**config.mk**
```make
export PLATFORM = sky130hd
export DESIGN_NAME = iiitb_3bit_rc_mon_flat
export DESIGN_NICKNAME = d
export VERILOG_FILES = /design/src/rtl/iiitb_3bit_rc_mon_if.sv /design/src/rtl/iiitb_3bit_rc_mon.sv /design/src/flat_wrapper.sv
export SDC_FILE = /design/constraint.sdc
export NUM_CORES = 1
export LEC_CHECK = 0
export CELL_PAD_IN_SITES_DETAIL_PLACEMENT = 1
export CELL_PAD_IN_SITES_GLOBAL_PLACEMENT = 1
export CORE_UTILIZATION = 25
export DETAILED_ROUTE_END_ITERATION = 16
export PLACE_DENSITY = 0.53
export SETUP_SLACK_MARGIN = 0.2
export SLEW_MARGIN = 20
export SYNTH_ARGS = -nofsm -noshare
export SYNTH_HDL_FRONTEND = slang
export SYNTH_SLANG_ARGS = --single-unit
```
**constraint.sdc**
```tcl
create_clock -name clk -period 2.9 [get_ports clk]
set_clock_uncertainty 0.15 [all_clocks]
set_input_delay 0.58 -clock clk [delete_from_list [all_inputs] [get_ports clk]]
set_output_delay 0.58 -clock clk [all_outputs]
set_load 0.1 [all_outputs]
```
**src/rtl/iiitb_3bit_rc_mon_if.sv**
```systemverilog
// Bus between a 3-bit ring counter source and its integrity monitor.
// The master drives the counter-side inputs. The monitor (slave) returns status.
interface iiitb_3bit_rc_mon_if;
    logic       enable;
    logic [2:0] count_in;
    logic       clear_err;
    logic [1:0] phase;
    logic       locked;
    logic       fault;
    logic [7:0] rev_count;
    logic [3:0] err_count;
    logic       rev_pulse;

    modport master (
        output enable, count_in, clear_err,
        input  phase, locked, fault, rev_count, err_count, rev_pulse
    );
    modport slave (
        input  enable, count_in, clear_err,
        output phase, locked, fault, rev_count, err_count, rev_pulse
    );
endinterface

```
**src/rtl/iiitb_3bit_rc_mon.sv**
```systemverilog
// Monitor for a 3-bit ring counter: checks step legality, locks after SYNC_LEN
// good samples, counts revolutions and errors, and latches a sticky fault.
module iiitb_3bit_rc_mon #(
    parameter int SYNC_LEN = 3
) (
    input logic               clk,
    input logic               rst_n,
    iiitb_3bit_rc_mon_if.slave bus
);
    typedef enum logic [1:0] {UNLOCK, SYNC, LOCKED, FAULT} state_t;

    state_t     state, state_nxt;
    logic [2:0] good_cnt, good_nxt;
    logic [3:0] good_inc;
    logic [2:0] prev, expect_code;
    logic       en_prev, prev_valid;
    logic       onehot, legal, err_inc, rev_hit;
    logic [1:0] phase_nxt;

    assign onehot      = (bus.count_in == 3'b001) || (bus.count_in == 3'b010) ||
                         (bus.count_in == 3'b100);
    assign expect_code = en_prev ? {prev[1:0], prev[2]} : prev;
    assign legal       = onehot && (!prev_valid || (bus.count_in == expect_code));
    assign good_inc    = 4'(good_cnt) + 4'd1;
    // Errors are neither counted in FAULT nor on an edge that clears the counter.
    assign err_inc     = !legal && (state != FAULT) && !bus.clear_err;
    assign rev_hit     = (state == LOCKED) && en_prev && (prev == 3'b100) &&
                         (bus.count_in == 3'b001);

    always_ff @(posedge clk or negedge rst_n) begin
        if (!rst_n) begin
            state    <= UNLOCK;
            good_cnt <= 3'd0;
        end else begin
            state    <= state_nxt;
            good_cnt <= good_nxt;
        end
    end

    always_comb begin
        state_nxt = state;
        good_nxt  = good_cnt;
        unique case (state)
            UNLOCK: if (legal) begin
                state_nxt = (SYNC_LEN == 1) ? LOCKED : SYNC;
                good_nxt  = 3'd1;
            end
            SYNC: if (legal) begin
                good_nxt = good_inc[2:0];
                if (good_inc >= 4'(SYNC_LEN)) state_nxt = LOCKED;
            end else begin
                state_nxt = UNLOCK;
                good_nxt  = 3'd0;
            end
            LOCKED: if (!legal) state_nxt = FAULT;
            FAULT:  if (bus.clear_err) state_nxt = UNLOCK;
            default: state_nxt = UNLOCK;
        endcase
        if (bus.clear_err) good_nxt = 3'd0;
    end

    always_comb begin
        bus.locked = (state == LOCKED);
        bus.fault  = (state == FAULT);
    end

    always_comb begin
        unique case (bus.count_in)
            3'b001:  phase_nxt = 2'd0;
            3'b010:  phase_nxt = 2'd1;
            3'b100:  phase_nxt = 2'd2;
            default: phase_nxt = 2'd3;
        endcase
    end

    always_ff @(posedge clk or negedge rst_n) begin
        if (!rst_n) begin
            prev          <= 3'b000;
            en_prev       <= 1'b0;
            prev_valid    <= 1'b0;
            bus.phase     <= 2'd3;
            bus.rev_count <= 8'd0;
            bus.err_count <= 4'd0;
            bus.rev_pulse <= 1'b0;
        end else begin
            prev          <= bus.count_in;
            en_prev       <= bus.enable;
            prev_valid    <= 1'b1;
            bus.phase     <= phase_nxt;
            bus.rev_pulse <= rev_hit;
            if (rev_hit) bus.rev_count <= bus.rev_count + 8'd1;
            if (bus.clear_err)
                bus.err_count <= 4'd0;
            else if (err_inc && (bus.err_count != 4'd15))
                bus.err_count <= bus.err_count + 4'd1;
        end
    end
endmodule

```
**src/flat_wrapper.sv**
```systemverilog
// flat-port wrapper written by rule: the top's interface ports become plain ports
module iiitb_3bit_rc_mon_flat 
#(
    parameter int SYNC_LEN = 3
)
  (clk, rst_n, bus_enable, bus_count_in, bus_clear_err, bus_phase, bus_locked, bus_fault, bus_rev_count, bus_err_count, bus_rev_pulse);
  iiitb_3bit_rc_mon_if bus_i ();
  input logic clk;
  input logic rst_n;
  input wire logic [$bits(bus_i.enable)-1:0] bus_enable;
  input wire logic [$bits(bus_i.count_in)-1:0] bus_count_in;
  input wire logic [$bits(bus_i.clear_err)-1:0] bus_clear_err;
  output wire logic [$bits(bus_i.phase)-1:0] bus_phase;
  output wire logic [$bits(bus_i.locked)-1:0] bus_locked;
  output wire logic [$bits(bus_i.fault)-1:0] bus_fault;
  output wire logic [$bits(bus_i.rev_count)-1:0] bus_rev_count;
  output wire logic [$bits(bus_i.err_count)-1:0] bus_err_count;
  output wire logic [$bits(bus_i.rev_pulse)-1:0] bus_rev_pulse;
  assign bus_i.enable = bus_enable;
  assign bus_i.count_in = bus_count_in;
  assign bus_i.clear_err = bus_clear_err;
  assign bus_phase = bus_i.phase;
  assign bus_locked = bus_i.locked;
  assign bus_fault = bus_i.fault;
  assign bus_rev_count = bus_i.rev_count;
  assign bus_err_count = bus_i.err_count;
  assign bus_rev_pulse = bus_i.rev_pulse;
  iiitb_3bit_rc_mon #(.SYNC_LEN(SYNC_LEN)) u_core (.clk(clk), .rst_n(rst_n), .bus(bus_i));
endmodule
```
==> run metrics <==
H-Tree Depth=1; routability cong.=0.811; post-DP HPWL=around 2000 um; first-pass GRT wire length=a little under 5000 um; hold depth=1; syn_area_per_cell=11.1 um2; port bufs=23; Seq pwr share=approximately half; routed via count=942; worst min path class=reg -> reg; switch share=between 30% and 40%; unrepaired setup endpoints after global routing=no; cell internal pwr=just over 0.5 mW; Post-synth EDFFs=0; # hold bufs at CTS=0; Reg2Reg Depth=5; area share of the largest cell type after synthesis=between 40 and 50%; initial antenna violation count=0; Critical Path AT=~2.3 ns; Clock Latency Late Sink=about 0.26 ns; Area growth syn-to-layout=25.4%; layout cell share with drive strength beyond 1=roughly 23%; Synth cell types=32; Comb power frac=between 20% and 30%; post-synthesis simple-gate area fraction=18.4%; filler cell count=between 500 and 600; vias per inst=around 4.6; Leakage=around 0.7 nW; post-CTS repair timing setup buffer count=0; crit share post-route=around 79%; largest cells by area after synthesis=dfrtp_1 46%, xnor2_1 7.0%, dfstp_2 4.2%, mux2i_1 4.0%, ha_1 3.0%; most frequent cell after synthesis=dfrtp_1; Post-CTS Resized=0; Initial Util=26.2%; clock power share=27.9%; initial detailed-routing violation count=17; die outline height=between 70 and 80 um; Core ar.=~0.0048 mm2; multi-input logic area=613 um2; Final Max Slew Viols=0; Num CTS Buffers=3; final hold violations=0; Synth Register Bits=25; sequential fraction of the synthesis area=between 50% and 60%; CP Max Fanout=9; NumNets Final=around 150; DRC=0; post-synthesis async set-or-reset flop share=100%; number of global-route vias before repair=988; die area=about 0.0053 mm2; setup violators final=0; Sw Pwr=between 0.2 and 0.25 mW; Mapped Area=0.00125 mm2; largest family of logic cells by synthesized area=simple AND/OR/NAND/NOR gates; ANT nets after route=0; top_reg_cell synth=dfrtp_1; Cells after Synth=around 110; Power Dens Cells=466 mW/mm2; largest net degree at the start of global routing=17; CTS tree=done; Sink Count=25; Startpoint Class=primary input; status=finished clean; # IOs=24; Root Driver=clkbuf_8; clock buffer depth=2; WL final=2700 um; Post-Route Setup TNS=0 ns; Yosys warning count=0; drt wl/cell=about 13 um; Max Freq=0.436 GHz; Max-cap violations=0; row cnt=25; grt total ovfl=0; maximum vdd drop=0.282 mV; Post-Synth Adder-Cell Area=around 3.0%; Inserted Diodes=0; CP required=2.91 ns; DR pass1 iterations=4; sequential standard cell area=between 600 and 700 um2; xor-xnor portion of the synthesized cell area=a little under a tenth; WS Path Type=in -> reg; chip width=~73 um; Compound-Gate Fraction of Synth Area=under 10%; Final Critical Period=2.29 ns; crit end category=register; CTS clock-pin slew for the worst setup and hold paths=~0.09 ns; synth cell count leaders=23 x dfrtp_1, 10 x xnor2_1, 9 x nor2_1; post-synth top area cell=dfrtp_1; mux share of post-synthesis cell area=between 7 and 8%; Synth Net Count=123; total track usage=a little under an eighth; Final Util=around a third
-- routing by layer --
layer / GRT usage, % / routed length (um)
met1: 15.5 / 1290
met2: 19.2 / 1280
met3: 3.31 / 101
met4: 2.61 / 24
met5: 0 / 0
-- stage by stage --
step,hold slack [ns],power [mW],instance area (um2),setup WS [ns],cells
final,0.342,0.734,1570,0.606,205
after detailed placement,0.333,0.539,1530,0.286,201
after global placement,0.314,0.537,1530,0.373,201
after CTS,0.349,0.751,1570,0.584,205
after global routing,0.369,0.774,1570,0.487,205
after floorplan,0.134,0.493,1260,0.356,113
-- layout by cell type (no fill, tap or decap), types with 2 or more instances in the layout --
master            n
xor2_1            3
clkdlybuf4s50_1   6
and4_1            2
ha_1              3
dfstp_2           2
a21oi_1           7
buf_4            19
a221o_1           2
nand2_1           6
nand2b_1          5
nor2_1            9
clkbuf_8          3
nor2b_1           4
and3_1            3
a31oi_1           2
xnor2_1          10
dfrtp_1          23
nand4_1           6
mux2_1            2
nor3b_1           2
mux2i_1           5
-- sequential cells by signal, summed over array words and instances (netlist names), named ones only --
signal                cells
u_core.state              1
u_core.bus.phase          2
u_core.prev_valid         1
u_core.bus.err_count      4
u_core.en_prev            1
u_core.good_cnt           3
u_core.bus.rev_pulse      1
u_core.bus.rev_count      8
u_core.prev               3
-- cell type report --
class	count	share of cell area, %
sequential	25	39.9
multi-input combinational	84	39.0
timing repair buffer	25	12.9
tap	67	5.33
clock buffer	3	2.62
clock inverter	1	0.318
-- path summary, 6_finish.rpt --
path                                    startpoint                 endpoint  slack, ns
min in group asynchronous                    rst_n           u_core.prev[2]       0.47
setup reg to reg                    u_core.en_prev  u_core.bus.err_count[3]       0.86
hold / removal             u_core.bus.rev_count[7]  u_core.bus.rev_count[7]       0.34
setup / recovery                   bus_count_in[2]  u_core.bus.err_count[3]       0.61
max in group asynchronous                    rst_n  u_core.bus.rev_count[3]       1.54
hold reg to reg            u_core.bus.rev_count[7]  u_core.bus.rev_count[7]       0.34
-- power groups by stage --
stage,clock (mW),combinational (mW),sequential [mW]
final,0.205,0.150,0.379
after global routing,0.229,0.163,0.381
after CTS,0.219,0.153,0.379
after detailed placement,0,0.153,0.385
after global placement,0,0.151,0.386
after floorplan,0,0.0546,0.438
-- logic make-up after synthesis --
logic type | count (synthesis)
AND/OR/NAND/NOR | 42
flip-flops | 25
AO/OA/AOI/OAI | 16
XOR/XNOR | 13
multiplexers | 9
buffers and inverters | 4
adder cells (fa/ha/maj) | 3
other | 1
-- worst max-delay path, cell delays in order --
cell and delay [ns]:
clkdlybuf4s50_1 0.61, xnor2_1 0.16, o31ai_4 0.48, a21oi_1 0.15, mux2_1 0.32
Note: power is estimated with default switching activity, not from simulation.
